File: config.mk
export PLATFORM = sky130hd
export DESIGN_NAME = alu_share_arb
export DESIGN_NICKNAME = d
export VERILOG_FILES = /design/src/rtl/alu_share_arb.sv
export SDC_FILE = /design/constraint.sdc
export NUM_CORES = 1
export LEC_CHECK = 0
export ABC_AREA = 1
export CAP_MARGIN = 20
export CORE_MARGIN = 1.5
export CORE_UTILIZATION = 45
export CTS_BUF_LIST = sky130_fd_sc_hd__clkbuf_8
export CTS_CLUSTER_DIAMETER = 80
export DETAILED_ROUTE_END_ITERATION = 12
export HOLD_SLACK_MARGIN = 0.03
export PLACE_DENSITY_LB_ADDON = 0.1
export REMOVE_ABC_BUFFERS = 1
export SYNTH_ARGS = -nofsm -noshare
export SYNTH_HDL_FRONTEND = slang
export SYNTH_SLANG_ARGS = --single-unit
File: constraint.sdc
create_clock -name clk -period 1.43 [get_ports clk]
set_input_delay 0.286 -clock clk [delete_from_list [all_inputs] [get_ports clk]]
set_output_delay 0.286 -clock clk [all_outputs]
set_load 0.01 [all_outputs]
File: src/rtl/alu_share_arb.sv
// Round-robin arbiter sharing one W-bit logic unit between two requesters.
// Define ALU_SHARE_ADD_EN to enable opcode 11 (ADD); otherwise it returns f=0, err=1.
module alu_share_arb #(
  parameter int W = 32
) (
  input  logic         clk,
  input  logic         rst,
  input  logic         req0_valid,
  output logic         req0_ready,
  input  logic [W-1:0] req0_a,
  input  logic [W-1:0] req0_b,
  input  logic [1:0]   req0_op,
  input  logic         req1_valid,
  output logic         req1_ready,
  input  logic [W-1:0] req1_a,
  input  logic [W-1:0] req1_b,
  input  logic [1:0]   req1_op,
  output logic         rsp_valid,
  input  logic         rsp_ready,
  output logic         rsp_id,
  output logic [W-1:0] rsp_f,
  output logic         rsp_err,
  output logic         busy
);

  typedef enum logic [1:0] {IDLE, EXEC, RESP} state_t;

  state_t         state, state_nxt;
  logic           last;
  logic           grant0, grant1;
  logic [W-1:0]   a_q, b_q;
  logic [1:0]     op_q;
  logic           id_q;
  logic [W-1:0]   f_q;
  logic           rid_q, err_q;
  logic [W-1:0]   alu_f;
  logic           alu_err;

  // last holds the ID most recently served; the other requester wins a tie
  always_comb begin
    grant0 = req0_valid & (~req1_valid | last);
    grant1 = req1_valid & (~req0_valid | ~last);
  end

  always_ff @(posedge clk) begin
    if (rst) state <= IDLE;
    else     state <= state_nxt;
  end

  always_comb begin
    state_nxt = state;
    case (state)
      IDLE:    if (grant0 | grant1) state_nxt = EXEC;
      EXEC:    state_nxt = RESP;
      RESP:    if (rsp_ready) state_nxt = IDLE;
      default: state_nxt = IDLE;
    endcase
  end

  always_comb begin
    req0_ready = (state == IDLE) & grant0;
    req1_ready = (state == IDLE) & grant1;
    rsp_valid  = (state == RESP);
    busy       = (state != IDLE);
    rsp_f      = f_q;
    rsp_id     = rid_q;
    rsp_err    = err_q;
  end

  always_comb begin
    alu_f   = '0;
    alu_err = 1'b0;
    case (op_q)
      2'b00:   alu_f = a_q & b_q;
      2'b01:   alu_f = a_q | b_q;
      2'b10:   alu_f = a_q ^ b_q;
      default: begin
`ifdef ALU_SHARE_ADD_EN
        alu_f = a_q + b_q;
`else
        alu_err = 1'b1;
`endif
      end
    endcase
  end

  always_ff @(posedge clk) begin
    if (rst) begin
      last  <= 1'b1;
      a_q   <= '0;
      b_q   <= '0;
      op_q  <= '0;
      id_q  <= 1'b0;
      f_q   <= '0;
      rid_q <= 1'b0;
      err_q <= 1'b0;
    end else begin
      case (state)
        IDLE: if (grant0 | grant1) begin
          a_q  <= grant1 ? req1_a  : req0_a;
          b_q  <= grant1 ? req1_b  : req0_b;
          op_q <= grant1 ? req1_op : req0_op;
          id_q <= grant1;
        end
        EXEC: begin
          f_q   <= alu_f;
          rid_q <= id_q;
          err_q <= alu_err;
        end
        RESP: if (rsp_ready) last <= rid_q;
        default: ;
      endcase
    end
  end

endmodule

# Yosys cells after proc, flatten, opt, wreduce, memory -nomap -nowiden
# Cells that the tools add are included.
dict set report word_totals {
  reg_bits 104
  output_inout_bits 38
  elab_cells 43
}
dict set report classes {
  eq_ne 6
  n_mux 8
  bitwise_logic 13
  n_reduce_logical 7
}
# operator n
set op_table {}
lappend op_table {{32-bit case mux with 3 select lines} 1}
lappend op_table {{32-bit 2-to-1 mux} 2}
lappend op_table {{32-bit bitwise AND} 1}
lappend op_table {{32-bit bitwise OR} 1}
lappend op_table {{32-bit XOR} 1}
lappend op_table {{2-bit 2-to-1 mux} 3}
lappend op_table {{2-bit case mux with 3 select lines} 1}
lappend op_table {{2-bit AND reduction} 3}
lappend op_table {{1-bit bitwise AND} 4}
lappend op_table {{2-bit by 1-bit equality test with 1-bit output (second input constant)} 2}
lappend op_table {{2-bit equality test (second input constant)} 2}
lappend op_table {{2-bit zero test} 2}
lappend op_table {{1-bit NOT} 3}
lappend op_table {{1-bit bitwise OR} 3}
lappend op_table {{3-bit OR reduction} 1}
lappend op_table {{2-bit by 1-bit inequality test with 1-bit output (second input constant)} 1}
lappend op_table {{2-bit inequality test (second input constant)} 1}
lappend op_table {{2-bit nonzero test} 1}
lappend op_table {{1-bit 2-to-1 mux} 1}

# Logic depth before layout (Yosys ltp)
# Gate-level depths: netlist of the first run.
dict set report logic_depth {
  ltp_word 6
  mapped_depth 9
  ltp_nobuf 7
}

# Worst setup path after synthesis of the first run
# Ideal clock, no wire load.
dict set report synth_timing {
  path_type {input -> output}
  from {input port req1_valid}
  to {output port req1_ready}
  arrival_ns 0.931
  required_ns 1.144
  setup_slack_ns 0.213
  cell_stages 5
  n_path_buf 3
  path_cell_list {buf_4 -> buf_4 -> buf_2 -> nand3_1 -> inv_1}
}
dict set report synth_via {
  elab_chain_len 2
}
# item line
set synth_rtl {}
lappend synth_rtl {{start, declared} 13} ;# input logic req1_valid,
lappend synth_rtl {{1-bit bitwise AND} 42} ;# grant1 = req1_valid & (~req0_valid | ~last);
lappend synth_rtl {{1-bit bitwise AND} 62} ;# req1_ready = (state == IDLE) & grant1;
lappend synth_rtl {{end, declared} 14} ;# output logic req1_ready,
# Every way passes these cells.

# Worst setup path after layout of the first run
dict set report layout_timing {
  from {register state[0]}
  to {output port busy}
}
dict set report layout_via {
  elab_chain_len 1
}
# item line
set layout_rtl {}
lappend layout_rtl {{start, declared} 28} ;# state_t state, state_nxt;
lappend layout_rtl {{start signal, assigned} 47} ;# else state <= state_nxt;
lappend layout_rtl {{2-bit nonzero test} 64} ;# busy = (state != IDLE);
lappend layout_rtl {{end, declared} 23} ;# output logic busy
# Every way passes these cells.

==> results.json, run 1 <==
{
  "wl_per_cell_um": 14.3,
  "violations": "setup timing",
  "ys_types": 19,
  "worst_pin_slew_ns": 0.458,
  "tritoncts": "built",
  "r2r-start": "state[0]$_SDFFE_PP0P_",
  "ys_seq_area_share_pct": 31.6,
  "antenna_left": 0,
  "holdCritPathClass": "in2reg",
  "grt-ovfl-total": 0,
  "hold_start": "rst",
  "r2r_cells": 8,
  "skew_ns": 0.0104,
  "grt_max_degree": 52,
  "vias_per_cell": 4.94,
  "routed-via-count": 6828,
  "synthDominantAreaCellType": "dfxtp_1",
  "wl_met1_mm": 8.81,
  "routed.top_layer": "met4",
  "final_core_util_pct": 63.5,
  "n_antenna_cell": 0,
  "cts_buffers": 9,
  "finalCritPeriodShare_pct": 107,
  "wl_met3_mm": 1.09,
  "crit_top_cell": "buf_6",
  "routed-wl-met2_mm": 9.51,
  "clk-insertion-delay-late_ns": 0.39,
  "initialDrtViolationCount": 447,
  "p_leak_nw": 4.59,
  "max_freq_ghz": 0.653,
  "crit_path_end_kind": "primary output",
  "die_height_um": 124,
  "core_area_um2": 14400,
  "row_count": 44,
  "crit_buf_inv": 4,
  "grt_pass1_vias": 5998,
  "powerDensity_nw_per_um2": 934,
  "cts_root_buf": "clkbuf_8",
  "reg2reg_slack_ns": -0.03,
  "finalNetCount": 1395,
  "cp_cell_sequence": "nor2_4, buf_4, buf_6, inv_2, buf_6",
  "ir_drop_v": 0.000565,
  "clk_pin_slew_ns": 0.10,
  "drc": 0,
  "maxSlewHeadroom_pct": 69.5,
  "grt_usage_pct": 23.8,
  "numPortBuffers": 174,
  "min_path_cells": 4,
  "critPathRequiredTime_ns": 1.14,
  "cts.path.max_buffers": 2,
  "slew_viol_final": 0,
  "ys_warn_count": 0,
  "ys_seq_elements": 104,
  "yosysTopAreaCellShare_pct": 31.6,
  "dp_cells": 1350,
  "crit_arrival_ns": 1.25,
  "h-tree-depth": 3,
  "status": "complete, but fails checks",
  "drive_above_1_share_pct": 8.17,
  "hold_viol_final": 0,
  "reg2reg_to": "a_q[2]$_SDFFE_PP0P_",
  "post-dp-hpwl_mm": 12.2,
  "critical_path_class": "reg2out",
  "cp-start-kind": "flip-flop",
  "synthCells": 1025,
  "die-area_um2": 15400,
  "netlist_top_cells_area": "dfxtp_1 32%, nand2_1 21%, ha_1 12%, nand3_1 10%, nor2_1 7.8%",
  "drt-total-wl_mm": 19.8,
  "slowest_stage": "dfxtp_4",
  "pin_count": 175,
  "routabilityCongestion": 0.834,
  "path_delay_family": "flip-flops",
  "die_w_um": 124,
  "setup_ws_ns": -0.102,
  "min_to": "a_q[0]$_SDFFE_PP0P_",
  "synth_area_um2": 6590,
  "post-route-min-period_ns": 1.53,
  "crit_cells": 5,
  "slowest_delay_ns": 0.37,
  "critPathLaunch": "state[0]$_SDFFE_PP0P_",
  "rsz0062_at_grt": "true",
  "fin_cells": 1383,
  "clkSinkCount": 104,
  "cap_viol_max_count": 0,
  "syn_avg_cell_area_um2": 6.43,
  "cp_max_fo": 3,
  "finalSetupViolations": 30,
  "antenna_found_initial": 0,
  "first_pass_iters": 4,
  "initial_core_util_pct": 45.7,
  "syn_to_final_growth_pct": 38.9,
  "grt_first_pass_wirelength_mm": 28.7
}
==> worst reg2reg max path, delay by kind of cell, from the launching register on <==
family / cells / cell delay, ns
flops: 1 / 0.37
buf+inv: 4 / 0.58
simple gates: 4 / 0.40
==> cells in the final DEF (no fill, tap or decap), types with 10 or more instances in the layout <==
cell type,instances
ha_1,64
inv_1,73
nor2_1,132
dlygate4sd2_1,34
clkbuf_8,10
buf_12,10
nand3b_1,32
nand3_1,132
nand2_1,364
dfxtp_1,99
buf_6,10
clkdlybuf4s50_1,134
a21oi_1,35
buf_4,23
==> final cells by class <==
| type | instances | area (µm²) |
|---|---|---|
| well taps | 184 | 230 |
| clock inverters | 6 | 76.3 |
| clock buffers | 10 | 138 |
| fillers | 1392 | 5270 |
| inverters | 75 | 282 |
| flip-flops and latches | 104 | 2090 |
| repair buffers | 226 | 2410 |
| multi-input cells | 778 | 3930 |
==> timing repair <==
| item | CTS | global route |
|---|---|---|
| resized for setup | 57 | 17 |
| endpoints found under the hold margin | 0 | 0 |
| cloned | 0 | 14 |
| setup buffers | 2 | 1 |
| endpoints found under the setup margin | 38 | 30 |
| pin swaps | 1 | 3 |
| hold buffers | 0 | 0 |
==> cell usage after synthesis, drive strengths merged <==
cell    count
nand3     134
buf        49
nor2      139
clkinv      1
a21oi      35
ha         64
nand2     369
dfxtp     104
nand3b     33
inv        74
o21ai       2
clkbuf     21
==> report_power, final <==
| group | switching, mW | total, mW | internal, mW |
|---|---|---|---|
| combinational | 1.65 | 3.11 | 1.46 |
| clock | 1.05 | 2.06 | 1.02 |
| sequential | 0.176 | 3.38 | 3.20 |
| total | 2.88 | 8.55 | 5.68 |
==> state kept, by name (all words and copies together) (netlist names) <==
name,cells
b_q,32
rsp_id,1
state,2
rsp_f,32
op_q,2
id_q,1
last,1
a_q,32
rsp_err,1
==> stage by stage <==
| stage | hold WS (ns) | worst slack [ns] | area [µm²] | power [mW] | TNS (ns) |
|---|---|---|---|---|---|
| 2_1_floorplan | 0.355 | -1.12 | 6190 | 4.93 | -90.17 |
| 3_5_place_dp | 0.456 | -0.369 | 8600 | 6.22 | -19.92 |
| 5_1_grt | 0.249 | -0.140 | 9160 | 9.08 | -3.82 |
| 3_3_place_gp | 0.451 | -0.365 | 8600 | 6.17 | -18.80 |
| 6_report | 0.223 | -0.102 | 9160 | 8.55 | -0.730 |
| 4_1_cts | 0.208 | -0.124 | 8800 | 8.25 | -0.298 |
==> how the worst max path moves through the flow <==
stage,endpoint,slack [ns]
detailed placement,req1_ready,-0.37
floorplan,a_q[0]$_SDFFE_PP0P_,-1.12
CTS,req0_ready,-0.12
global route,busy,-0.14
finish,busy,-0.10
global placement,req1_ready,-0.36
==> routing by layer <==
layer,global-route usage (%),up-vias
met5,0,-
met4,8.24,0
met3,3.30,25
li1,-,3522
met2,41.1,190
met1,30.4,3091
==> kinds of logic (layout without fill, tap and decap cells) <==
logic type / count (synthesis) / in the layout / synth area share [%]
simple gates: 675 / 677 / 43.2
buf+inv: 145 / 317 / 10.3
flops: 104 / 104 / 31.6
fa+ha+maj: 64 / 64 / 12.2
compound gates: 37 / 37 / 2.81
(Power assumes the default switching activity.)
==> inputs of run 2 (changes only) <==
--- a/config.mk
+++ b/config.mk
@@ -7,7 +7,7 @@
 export LEC_CHECK = 0
 export ABC_AREA = 1
 export CAP_MARGIN = 20
-export CORE_MARGIN = 1.5
+export CORE_MARGIN = 1
 export CORE_UTILIZATION = 45
 export CTS_BUF_LIST = sky130_fd_sc_hd__clkbuf_8
 export CTS_CLUSTER_DIAMETER = 80
==> results.json, run 2 (synthesized netlist as in run 1, its figures left out) <==
{
  "layout.area.seq_um2": 2090,
  "layout_commonest_cell": "nand2_1",
  "skew_ns": 0.0101,
  "crit_buf_inv": 3,
  "r2r-start": "state[0]$_SDFFE_PP0P_",
  "tns_ns": -2.16,
  "mostFrequentLayoutCells": "364 x nand2_1, 133 x clkdlybuf4s50_1, 132 x nand3_1",
  "die-area_um2": 15100,
  "dp_cells": 1352,
  "crit_arrival_ns": 1.24,
  "clk-insertion-delay-late_ns": 0.40,
  "cp_cell_sequence": "nor2_4, buf_6, nand3_2, inv_1, buf_2",
  "post-dp-hpwl_mm": 12.0,
  "holdCritPathClass": "in2reg",
  "finalCritPeriodShare_pct": 107,
  "routed.top_layer": "met4",
  "grt_max_degree": 57,
  "slowest_delay_ns": 0.38,
  "n_antenna_cell": 0,
  "clkSinkCount": 104,
  "setup_ws_ns": -0.101,
  "cts_buffers": 9,
  "routed-via-count": 6645,
  "grt_pass1_vias": 5915,
  "syn_to_final_growth_pct": 36.4,
  "hold_viol_final": 0,
  "crit_path_end_kind": "primary output",
  "grt_first_pass_wirelength_mm": 28.1,
  "maxSlewHeadroom_pct": 73.1,
  "rsz0062_at_grt": "true",
  "nFillCells": 1376,
  "drive_above_1_share_pct": 8.60,
  "status": "complete, but fails checks",
  "grt_usage_pct": 23.5,
  "max_freq_ghz": 0.653,
  "cp_max_fo": 3,
  "antenna_left": 0,
  "worst_pin_slew_ns": 0.404,
  "initial_core_util_pct": 46.8,
  "cts.path.max_buffers": 2,
  "antenna_found_initial": 0,
  "slew_viol_final": 0,
  "cp-start-kind": "flip-flop",
  "die_height_um": 123,
  "finalNetCount": 1393,
  "cts_hold_buf": 0,
  "intPower_mw": 5.43,
  "wl_per_cell_um": 13.0,
  "post-route-min-period_ns": 1.53,
  "clkPwrFrac_pct": 23.8,
  "ir_drop_v": 0.000564,
  "core_area_um2": 14100,
  "fin_cells": 1377,
  "final_core_util_pct": 63.8,
  "cts_root_buf": "clkbuf_8",
  "hold_start": "rst",
  "pin_count": 175,
  "critical_path_class": "reg2out",
  "numPortBuffers": 174,
  "p_leak_nw": 4.51,
  "wl_met3_mm": 1.03,
  "h-tree-depth": 3,
  "vias_per_cell": 4.83,
  "slowest_stage": "dfxtp_4",
  "grt-ovfl-total": 0,
  "p_sw_mw": 2.83,
  "routabilityCongestion": 0.777,
  "critPathLaunch": "state[0]$_SDFFE_PP0P_",
  "violations": "setup timing",
  "drt-total-wl_mm": 17.9,
  "die_w_um": 123,
  "path_delay_family": "flip-flops",
  "finalSetupViolations": 48,
  "powerDensity_nw_per_um2": 919,
  "cap_viol_max_count": 0,
  "first_pass_iters": 5,
  "p_seq_share_pct": 40.9,
  "wl_met1_mm": 8.21,
  "switching_share_pct": 34.2,
  "row_count": 43,
  "combinationalPowerShare_pct": 35.4,
  "drc": 0,
  "multiInputGateArea_um2": 3900,
  "tritoncts": "built",
  "initialDrtViolationCount": 373,
  "critPathRequiredTime_ns": 1.14,
  "clk_pin_slew_ns": 0.10,
  "routed-wl-met2_mm": 8.51
}
## run 2: changes by cell type in the layout (fill, tap and decap cells not counted), moves of 2 or more
cell        delta
nand2_8        -2
nor2_1         -5
clkinvlp_4     +2
clkbuf_16      -5
buf_6          -3
inv_1          -3
buf_12         -2
nor2_4         +2
nor2_2         +3
buf_4         +11
## run 2: through the flow
stage	instance area, µm²	setup WS (ns)	hold WS, ns	total power [mW]
2_1_floorplan	6190	-1.12	0.355	4.93
3_3_place_gp	8600	-0.387	0.449	6.15
3_5_place_dp	8600	-0.388	0.453	6.20
4_1_cts	8800	-0.162	0.264	8.13
5_1_grt	8990	-0.168	0.304	8.81
6_report	8990	-0.101	0.285	8.26
## run 2: worst reg2reg max path, delay by kind of cell, from the launching register on
family / cells / cell delay [ns]
DFF: 1 / 0.38
and+or+nand+nor: 5 / 0.43
buffers and inverters: 5 / 0.64
## run 2: area by class of cell
type / instances / share of cell area [%]
clock buffer: 10 / 1.53
multi-input combinational: 776 / 43.4
tap: 180 / 2.51
clock inverter: 6 / 0.752
sequential: 104 / 23.2
inverter: 75 / 3.13
timing repair buffer: 226 / 25.4
## run 2: power by group through the flow
| stage | logic, mW | registers [mW] | clock network [mW] |
|---|---|---|---|
| 6_report | 2.92 | 3.38 | 1.96 |
| 5_1_grt | 3.30 | 3.41 | 2.09 |
| 4_1_cts | 2.76 | 3.38 | 2.00 |
| 3_5_place_dp | 2.76 | 3.44 | 0 |
| 3_3_place_gp | 2.72 | 3.43 | 0 |
| 2_1_floorplan | 1.47 | 3.46 | 0 |
## run 2: per-layer routing
metal	track usage, %	vias to the layer above
met5	0	-
met4	5.50	0
met3	4.70	13
met2	41.6	158
met1	29.1	2957
li1	-	3517
## run 2: final timing paths
path / end / slack (ns) / cells after the start
worst max-delay path: req0_ready / -0.10 / 5
worst min-delay path: op_q[1]$_SDFFE_PP0P_ / 0.28 / 4
worst max register to register: b_q[2]$_SDFFE_PP0P_ / -0.09 / 10
worst min register to register: rsp_f[11]$_SDFFE_PP0N_ / 0.47 / 2
## run 2: what timing repair did
| item | 4_1_cts | 5_1_grt |
|---|---|---|
| setup buffers | 2 | 3 |
| hold endpoints to repair | 0 | 0 |
| endpoints found under the setup margin | 38 | 66 |
| cloned | 0 | 4 |
| resized for setup | 57 | 25 |
| pin swaps | 1 | 2 |
==> inputs of run 3 (changes only) <==
==> constraint.sdc (replaced) <==
create_clock -name clk -period 1.9 [get_ports clk]
set_input_delay 0.38 -clock clk [delete_from_list [all_inputs] [get_ports clk]]
set_output_delay 0.38 -clock clk [all_outputs]
set_load 0.01 [all_outputs]
==> results.json, run 3 (synthesized netlist as in run 1, its figures left out) <==
{
  "status": "completed",
  "numPortBuffers": 174,
  "final_area_um2": 8730,
  "nFillCells": 1382,
  "whs_ns": 0.410,
  "dpl_cell_area_um2": 8510,
  "setup_ws_ns": 0.133,
  "die_height_um": 123,
  "crit_arrival_ns": 1.39,
  "slowest_stage": "clkdlybuf4s50_1",
  "routabilityCongestion": 0.799,
  "p_leak_nw": 4.23,
  "slowest_delay_ns": 0.52,
  "drt-total-wl_mm": 17.6,
  "wl_per_cell_um": 12.9,
  "skew_ns": 0.0116,
  "h-tree-depth": 3,
  "hold_viol_final": 0,
  "switching_share_pct": 33.5,
  "grt_first_pass_wirelength_mm": 28.5,
  "n_antenna_cell": 0,
  "intPower_mw": 4.01,
  "r2r-start": "op_q[0]$_SDFFE_PP0P_",
  "clk-insertion-delay-late_ns": 0.39,
  "grt_usage_pct": 24.1,
  "critPathRequiredTime_ns": 1.52,
  "die-area_um2": 15100,
  "p_seq_share_pct": 42.4,
  "routed-via-count": 6605,
  "max_freq_ghz": 0.566,
  "drive_above_1_share_pct": 5.52,
  "vias_per_cell": 4.86,
  "tritoncts": "built",
  "clkPwrFrac_pct": 23.9,
  "grt_max_degree": 36,
  "syn_to_final_growth_pct": 32.5,
  "antenna_found_initial": 0,
  "grt_pass1_vias": 6084,
  "cp-start-kind": "input port",
  "first_pass_iters": 4,
  "row_count": 43,
  "path_delay_family": "buffers and inverters",
  "dp_cells": 1340,
  "critical_path_class": "in2out",
  "cts_root_buf": "clkbuf_8",
  "reg2reg_slack_ns": 0.47,
  "tns_ns": 0,
  "crit_buf_inv": 3,
  "finalNetCount": 1374,
  "combinationalPowerShare_pct": 33.7,
  "holdCritPathClass": "in2reg",
  "finalSetupViolations": 0,
  "final_core_util_pct": 62.0,
  "p_sw_mw": 2.02,
  "post-route-min-period_ns": 1.77,
  "clk_pin_slew_ns": 0.09,
  "fin_cells": 1358,
  "pre_cts_slack_ns": -0.0971,
  "pin_count": 175,
  "r2r_cells": 5,
  "cap_viol_max_count": 0,
  "drc": 0,
  "initialDrtViolationCount": 301,
  "mostFrequentLayoutCells": "364 x nand2_1, 168 x clkdlybuf4s50_1, 136 x nor2_1",
  "cp_max_fo": 3,
  "ir_drop_v": 0.000470,
  "cts_hold_buf": 0,
  "min_path_cells": 3,
  "grt-ovfl-total": 0,
  "finalCritPeriodShare_pct": 93.0,
  "powerDensity_nw_per_um2": 690,
  "initial_core_util_pct": 46.8,
  "crit_path_end_kind": "primary output",
  "post-dp-hpwl_mm": 12.0,
  "die_w_um": 123,
  "rsz0062_at_grt": "false",
  "slew_viol_final": 0,
  "maxSlewHeadroom_pct": 68.1,
  "total_power_mw": 6.03,
  "cts.path.max_buffers": 2,
  "cp_cell_sequence": "clkdlybuf4s50_1, nand2_2, nand3_1, inv_1, dlygate4sd2_1",
  "core_area_um2": 14100,
  "reg2reg_to": "rsp_f[30]$_SDFFE_PP0N_",
  "layout_commonest_cell": "nand2_1",
  "min_to": "id_q$_SDFFE_PP0P_",
  "hold_start": "req1_valid",
  "clkSinkCount": 104,
  "cts_buffers": 9,
  "worst_pin_slew_ns": 0.478,
  "antenna_left": 0
}
## run 3: per-layer routing
layer	GRT usage [%]	part of all wire, %	vias to the layer above
li1	-	-	3479
met1	29.2	45	2972
met2	43.4	48	140
met3	5.26	5.8	14
met4	5.57	1.0	0
met5	0	0	-
## run 3: final cells by class
cell class	instances	area [µm²]	area share [%]
multi-input cells	776	3850	44.1
flip-flops and latches	104	2090	23.9
inverters	75	282	3.22
clock inverters	5	48.8	0.559
well taps	180	225	2.58
clock buffers	11	151	1.73
repair buffers	207	2090	23.9
## run 3: worst max path at each step
stage / startpoint / end / slack [ns] / depth (start not counted)
floorplan: req0_valid / a_q[0]$_SDFFE_PP0P_ / -0.69 / 6
global placement: req0_valid / req1_ready / -0.10 / 5
detailed placement: req0_valid / req1_ready / -0.1 / 5
CTS: req0_valid / req1_ready / 0.13 / 5
global route: req0_valid / req1_ready / 0.08 / 5
finish: req0_valid / req1_ready / 0.13 / 5
## run 3: power groups by stage
| stage | combinational (mW) | clock, mW | sequential [mW] |
|---|---|---|---|
| after floorplan | 1.10 | 0 | 2.61 |
| after detailed placement | 2.03 | 0 | 2.60 |
| after CTS | 2.05 | 1.48 | 2.55 |
| after global routing | 2.32 | 1.55 | 2.59 |
| final | 2.03 | 1.44 | 2.55 |
| after global placement | 2.00 | 0 | 2.60 |
## run 3: timing repair
action / in CTS / in global routing
setup buffers: 2 / 0
resized for setup: 9 / 0
endpoints found under the setup margin: 3 / 0
hold endpoints to repair: 0 / 0
## run 3: tightest hold or removal path, delay by kind of cell
| kind | cells | cell delay, ns |
|---|---|---|
| buffers and inverters | 1 | 0.17 |
| AND/OR/NAND/NOR | 1 | 0.12 |
| AO/OA/AOI/OAI | 1 | 0.07 |
